`config.mk`:
```
export PLATFORM = sky130hd
export DESIGN_NAME = axi_mem_initiator
export DESIGN_NICKNAME = d
export VERILOG_FILES = /design/src/rtl/axi_mem_initiator.sv
export SDC_FILE = /design/constraint.sdc
export NUM_CORES = 1
export LEC_CHECK = 0
export BUFFER_PORTS_ARGS = -buffer_cell sky130_fd_sc_hd__buf_4
export CAP_MARGIN = 20
export CORE_AREA = 2 2 478 480
export DETAILED_ROUTE_END_ITERATION = 10
export DIE_AREA = 0 0 480 482
export GPL_ROUTABILITY_DRIVEN = 0
export MAX_ROUTING_LAYER = met4
export PLACE_DENSITY = 0.31
export SLEW_MARGIN = 20
export SYNTH_ARGS = -nofsm -noshare
export SYNTH_HDL_FRONTEND = slang
export SYNTH_SLANG_ARGS = --single-unit
```
`constraint.sdc`:
```
create_clock -name clk -period 15.1 [get_ports clk]
set_input_delay 3.02 -clock clk [delete_from_list [all_inputs] [get_ports clk]]
set_output_delay 3.02 -clock clk [all_outputs]
set_load 0.05 [all_outputs]
```
`src/rtl/axi_mem_initiator.sv`:
```
// rtl/axi_mem_initiator.sv - AXI write/read-back pattern generator; optional throttling via AXI_INIT_THROTTLE_EN
module axi_mem_initiator #(
    parameter logic [31:0] BASE_ADDR  = 32'h0000_0000,
    parameter logic [7:0]  BURST_LEN  = 8'd15,
    parameter logic [15:0] NUM_BURSTS = 16'd4,
    parameter logic [3:0]  TXN_ID     = 4'h3
) (
    input  logic         clk,
    input  logic         reset,
    input  logic         start,
    output logic         busy,
    output logic         done,
    output logic         error,
    output logic [15:0]  err_count,
    output logic [31:0]  AWADDR,
    output logic [3:0]   AWID,
    output logic [7:0]   AWLEN,
    output logic         AWVALID,
    input  logic         AWREADY,
    output logic [3:0]   WID,
    output logic [511:0] WDATA,
    output logic [63:0]  WSTRB,
    output logic         WLAST,
    output logic         WVALID,
    input  logic         WREADY,
    input  logic [3:0]   BID,
    input  logic [1:0]   BRESP,
    input  logic         BVALID,
    output logic         BREADY,
    output logic [31:0]  ARADDR,
    output logic [3:0]   ARID,
    output logic [7:0]   ARLEN,
    output logic         ARVALID,
    input  logic         ARREADY,
    input  logic [3:0]   RID,
    input  logic [511:0] RDATA,
    input  logic [1:0]   RRESP,
    input  logic         RLAST,
    input  logic         RVALID,
    output logic         RREADY
);

    // Bytes covered by one burst: (BURST_LEN+1) beats of 64 bytes.
    localparam logic [31:0] BURST_BYTES = (32'(BURST_LEN) + 32'd1) << 6;

    typedef enum logic [2:0] {S_IDLE, S_AW, S_W, S_B, S_AR, S_R} state_t;

    state_t        state;
    logic [15:0]   burst_idx;
    logic [7:0]    beat_idx;
    logic [31:0]   burst_addr;
    logic [31:0]   beat_addr;
    logic [511:0]  exp_rdata;
    logic          rlast_exp;
    logic          r_end;
    logic [2:0]    nerr;
    logic [16:0]   err_sum;
    logic [15:0]   err_next;
    logic          last_burst;
    logic [31:0]   next_burst_addr;
    logic          issue_ok;
    logic          rready_gate;

    assign AWID  = TXN_ID;
    assign WID   = TXN_ID;
    assign ARID  = TXN_ID;
    assign AWLEN = BURST_LEN;
    assign ARLEN = BURST_LEN;
    assign WSTRB = {64{1'b1}};

    assign last_burst      = (burst_idx == NUM_BURSTS - 16'd1);
    assign next_burst_addr = burst_addr + BURST_BYTES;

`ifdef AXI_INIT_THROTTLE_EN
    logic [7:0] lfsr;

    // Free-running x^8+x^6+x^5+x^4+1 sequence that paces new VALIDs and RREADY
    always_ff @(posedge clk or posedge reset) begin
        if (reset)
            lfsr <= 8'hB5;
        else
            lfsr <= {lfsr[6:0], lfsr[7] ^ lfsr[5] ^ lfsr[4] ^ lfsr[3]};
    end

    assign issue_ok    = lfsr[0];
    assign rready_gate = lfsr[1];
`else
    assign issue_ok    = 1'b1;
    assign rready_gate = 1'b1;
`endif

    // Lane k of a beat at address A carries {~(A+8k), A+8k}
    function automatic logic [511:0] beat_pattern(input logic [31:0] a);
        logic [511:0] p;
        logic [31:0]  w;
        p = '0;
        for (int k = 0; k < 8; k++) begin
            w = a + 32'(8 * k);
            p[64*k +: 64] = {~w, w};
        end
        return p;
    endfunction

    // Per-handshake check results and the saturated error total they produce
    always_comb begin
        exp_rdata = beat_pattern(beat_addr);
        rlast_exp = (beat_idx == BURST_LEN);
        r_end     = RLAST || rlast_exp;
        nerr      = 3'd0;
        if (state == S_B && BVALID && BREADY)
            nerr = 3'(BRESP != 2'b00) + 3'(BID != TXN_ID);
        else if (state == S_R && RVALID && RREADY)
            nerr = 3'(RDATA != exp_rdata) + 3'(RRESP != 2'b00)
                 + 3'(RID != TXN_ID) + 3'(RLAST != rlast_exp);
        err_sum  = {1'b0, err_count} + 17'(nerr);
        err_next = err_sum[16] ? 16'hFFFF : err_sum[15:0];
    end

    // Pass sequencer: write every burst, then read each back; all outputs registered
    always_ff @(posedge clk or posedge reset) begin
        if (reset) begin
            state      <= S_IDLE;
            busy       <= 1'b0;
            done       <= 1'b0;
            error      <= 1'b0;
            err_count  <= 16'd0;
            AWADDR     <= 32'd0;
            AWVALID    <= 1'b0;
            WDATA      <= '0;
            WLAST      <= 1'b0;
            WVALID     <= 1'b0;
            BREADY     <= 1'b0;
            ARADDR     <= 32'd0;
            ARVALID    <= 1'b0;
            RREADY     <= 1'b0;
            burst_idx  <= 16'd0;
            beat_idx   <= 8'd0;
            burst_addr <= 32'd0;
            beat_addr  <= 32'd0;
        end else begin
            if (nerr != 3'd0) begin
                err_count <= err_next;
                error     <= 1'b1;
            end
            case (state)
                S_IDLE: begin
                    if (start) begin
                        state      <= S_AW;
                        busy       <= 1'b1;
                        done       <= 1'b0;
                        error      <= 1'b0;
                        err_count  <= 16'd0;
                        burst_idx  <= 16'd0;
                        burst_addr <= BASE_ADDR;
                        AWADDR     <= BASE_ADDR;
                        AWVALID    <= issue_ok;
                    end
                end
                S_AW: begin
                    if (!AWVALID) begin
                        AWVALID <= issue_ok;
                    end else if (AWREADY) begin
                        AWVALID   <= 1'b0;
                        state     <= S_W;
                        beat_idx  <= 8'd0;
                        beat_addr <= burst_addr;
                        WDATA     <= beat_pattern(burst_addr);
                        WLAST     <= (BURST_LEN == 8'd0);
                        WVALID    <= issue_ok;
                    end
                end
                S_W: begin
                    if (!WVALID) begin
                        WVALID <= issue_ok;
                    end else if (WREADY) begin
                        if (WLAST) begin
                            WVALID <= 1'b0;
                            WLAST  <= 1'b0;
                            BREADY <= 1'b1;
                            state  <= S_B;
                        end else begin
                            beat_idx  <= beat_idx + 8'd1;
                            beat_addr <= beat_addr + 32'd64;
                            WDATA     <= beat_pattern(beat_addr + 32'd64);
                            WLAST     <= (beat_idx + 8'd1 == BURST_LEN);
                            WVALID    <= issue_ok;
                        end
                    end
                end
                S_B: begin
                    if (BVALID && BREADY) begin
                        BREADY <= 1'b0;
                        if (last_burst) begin
                            burst_idx  <= 16'd0;
                            burst_addr <= BASE_ADDR;
                            ARADDR     <= BASE_ADDR;
                            ARVALID    <= issue_ok;
                            state      <= S_AR;
                        end else begin
                            burst_idx  <= burst_idx + 16'd1;
                            burst_addr <= next_burst_addr;
                            AWADDR     <= next_burst_addr;
                            AWVALID    <= issue_ok;
                            state      <= S_AW;
                        end
                    end
                end
                S_AR: begin
                    if (!ARVALID) begin
                        ARVALID <= issue_ok;
                    end else if (ARREADY) begin
                        ARVALID   <= 1'b0;
                        state     <= S_R;
                        beat_idx  <= 8'd0;
                        beat_addr <= burst_addr;
                        RREADY    <= rready_gate;
                    end
                end
                S_R: begin
                    RREADY <= rready_gate;
                    if (RVALID && RREADY) begin
                        if (r_end) begin
                            // An early or missing RLAST still closes the burst here
                            RREADY <= 1'b0;
                            if (last_burst) begin
                                state <= S_IDLE;
                                busy  <= 1'b0;
                                done  <= 1'b1;
                            end else begin
                                burst_idx  <= burst_idx + 16'd1;
                                burst_addr <= next_burst_addr;
                                ARADDR     <= next_burst_addr;
                                ARVALID    <= issue_ok;
                                state      <= S_AR;
                            end
                        end else begin
                            beat_idx  <= beat_idx + 8'd1;
                            beat_addr <= beat_addr + 32'd64;
                        end
                    end
                end
                default: state <= S_IDLE;
            endcase
        end
    end

endmodule

```
==> metrics.txt <==
outcome=completed; DP HPWL=roughly 150000 um; Mapped Cells=slightly below 3k; CP required=15.70 ns; Setup Viol. Count Final=0; main combinational cell family by area after synthesis=simple AND/OR/NAND/NOR gates; final max-slew violation count=0; Layout Area Growth over Synthesis=46.2%; CP peak stage delay=roughly 0.91 ns; post-synthesis compound-gate area fraction=14.2%; layout cell share with drive strength beyond 1=between 30% and 40%; post-CTS sizing=0; worst min-delay path class=flop to flop; vias per cell=approximately 3.7; Arr. time, crit path=10.70 ns; Clock Tree Buf Depth=3; Detailed Route WL=approximately 180000 um; postcts setup bufs=0; ANT nets after route=0; critical path peak fanout=9; vias in the first global route=23.9k; 1st-iter DRT viols=~1.5k; post-synthesis simple-gate area fraction=25.8%; clock sink count=326; Cell Pwr Density=between 150 and 200 nW/um2; critical path type=primary input to flop; Die ar.=231000 um2; clk root buf=clkbuf_16; top cell type's share of synthesized area=approximately a third; initial antenna violation count=59; Final Hold Fails=0; initial core utilization=10.8%; largest net degree at the start of global routing=about 140; Ys Warns=0; core footprint=between 200000 and 250000 um2; most frequent cell after synthesis=buf_4; Max Cap Viol=0; fin crit share=approximately two thirds; Pre-Repair DR Iteration Count=8; fin nets=around 4.3k; top area cells in the synthesized netlist=dfrtp_1 (33%), buf_4 (14%), nand2_1 (5.2%); Clock Pin Slew Worst Setup and Hold Paths=around 0.060 ns; startpoint types=primary input; asr flop ratio synth=100%; drt wl/cell=~27 um; multiplexer area fraction after synthesis=under 10%; setup_tns=0 ns; Port Buffers=around 1.1k; gr usage total=roughly 15%; synthesized area=between 20000 and 25000 um2; clk_skew=~0.051 ns; Rel. slew slack=between 10% and 20%; Die Span X=480 um; CTS tree=built; H-tree depth=2; post-synthesis register bit count=326; RSZ-0062 raised after global routing=no; worst slew pin tran=roughly 1.2 ns; Adder-Cell Fraction of Synth Area=1.13%; remaining global-route overflow=0; Crit. End Element=flop; Top FF cell, synth=dfrtp_1; Leak=around 0.015 uW; Post-synth EDFFs=0; count of cell types in the netlist=between 90 and 100; Chip Height=around 480 um; post-cts hold buffer count=0; cts bufs inserted=51; worst vdd ir=about 0.12 mV; leading area contributor after synthesis=dfrtp_1; sequential area share after synthesis=~33%; Synth top cells by count=buf_4 (453), nand2_1 (338), dfrtp_1 (326); mean cell area of the mapped netlist=about 8.3 um2; first-pass GRT wire length=231000 um; DR vias=between 20k and 25k; fin util=15.8%; CP Cell Sequence=buf_4 -> nand2b_1 -> o21ai_0 -> o2111ai_1 -> nor4_1 -> nand4_1 -> a2111oi_0 -> nand4_1 -> or4_1 -> fa_1 -> ha_1 -> ha_1 -> a22o_1 -> inv_1 -> fa_1 -> nor2b_1 -> nor2_1 -> nor4_1 -> nand2_1 -> a21oi_1; Fmax achieved=99.0 MHz; Slowest-stage cell, CP=o21ai_0; Clk Latency, worst-skew pair=slightly below 0.7 ns; Std-Cell Rows=approximately 180; DRC=0; filler cell count in the final layout=around 26k; Final Critical Period=between 10 and 15 ns; num ports=1226; xor/xnor cell area share of the yosys netlist=between 7 and 8%
==> kinds of logic (layout without fill, tap and decap cells) <==
kind of cell	after synthesis	in the layout
simple gates	1183	1183
buf+inv	621	1340
compound gates	545	545
flops	326	326
xor+xnor	199	199
mux	36	36
fa+ha+maj	21	21
other cells	2	140
==> where the power goes <==
part           switching (uW)  internal (uW)
Combinational            2630            932
Sequential                264           1060
Clock                     526            803
Total                    3420           2790
==> critical path: cells and delay by family <==
kind | cells | cell delay (ns)
simple gates | 9 | 3.61
compound gates | 5 | 2.43
buf+inv | 2 | 0.18
fa+ha+maj | 4 | 1.44
==> cells in the final DEF, fill, tap and decap left out, types with 19 or more instances in the layout <==
cell type and instances:
and3_1 30, o21a_1 37, nor4_1 38, nand3b_1 27, nor3b_1 20, ha_1 19
xnor2_1 121, conb_1 102, nand4b_1 27, nand4_1 51, a21o_1 49, inv_1 37
nor4b_1 28, diode_2 38, nand2b_1 26, o21ai_0 156, a21oi_1 117, mux2i_1 32
nand2_1 338, clkbuf_16 51, dfrtp_1 325, nor2_1 280, xor2_1 72, o211ai_1 21
nor3_1 58, nand3_1 82, buf_4 1203, o31ai_1 31
==> area by class of cell <==
| type | instances | area (um2) | area share [%] |
|---|---|---|---|
| flip-flops and latches | 326 | 8160 | 22.8 |
| diodes | 38 | 95.1 | 0.266 |
| clock buffers | 68 | 1420 | 3.97 |
| inverters | 40 | 158 | 0.441 |
| well taps | 3009 | 3760 | 10.5 |
| multi-input cells | 2086 | 12700 | 35.5 |
| repair buffers | 1206 | 9080 | 25.4 |
| clock inverters | 26 | 408 | 1.14 |
==> final timing paths <==
check / cells after the start / start / slack (ns) / end
max in group asynchronous: 4 / reset / 10.57 / err_count[2]$_DFF_PP0_
worst min register to register: 2 / WDATA[31]$_DFFE_PP0P_ / 0.47 / WDATA[31]$_DFFE_PP0P_
worst max-delay path: 20 / RDATA[423] / 4.99 / err_count[11]$_DFF_PP0_
worst min-delay path: 2 / WDATA[31]$_DFFE_PP0P_ / 0.47 / WDATA[31]$_DFFE_PP0P_
min in group asynchronous: 2 / reset / 2.39 / WDATA[88]$_DFFE_PP0P_
worst max register to register: 21 / beat_addr[4]$_DFFE_PP0P_ / 5.67 / err_count[11]$_DFF_PP0_
==> layer usage <==
| layer | global-route usage (%) | up-vias | wire length [um] |
|---|---|---|---|
| li1 | - | 11393 | - |
| met3 | 3.54 | 124 | 12000 |
| met5 | - | - | 0 |
| met4 | 2.46 | 0 | 2580 |
| met2 | 24.8 | 1076 | 85700 |
| met1 | 19.4 | 12357 | 80000 |
==> registers in the layout, summed over array words and instances (netlist names) <==
signal / flops
err_count: 16
busy: 1
AWVALID: 1
burst_addr: 22
ARADDR: 23
WLAST: 1
beat_addr: 27
state: 3
burst_idx: 16
beat_idx: 8
WDATA: 179
AWADDR: 23
error: 1
BREADY: 1
ARVALID: 1
done: 1
WVALID: 1
RREADY: 1
==> metrics by stage <==
stage | hold slack [ns] | setup WS (ns) | instances | total power [uW] | cell area, um2
after global routing | 0.493 | 4.65 | 6788 | 6570 | 35700
after detailed placement | 0.467 | 4.39 | 6666 | 5000 | 33800
after floorplan | 0.489 | 3.05 | 3033 | 3780 | 24900
after global placement | 0.462 | 4.12 | 6666 | 4990 | 33800
after CTS | 0.480 | 5.12 | 6760 | 6390 | 35700
final | 0.474 | 4.99 | 6799 | 6220 | 35800
Power figures use the tool's default switching activity.
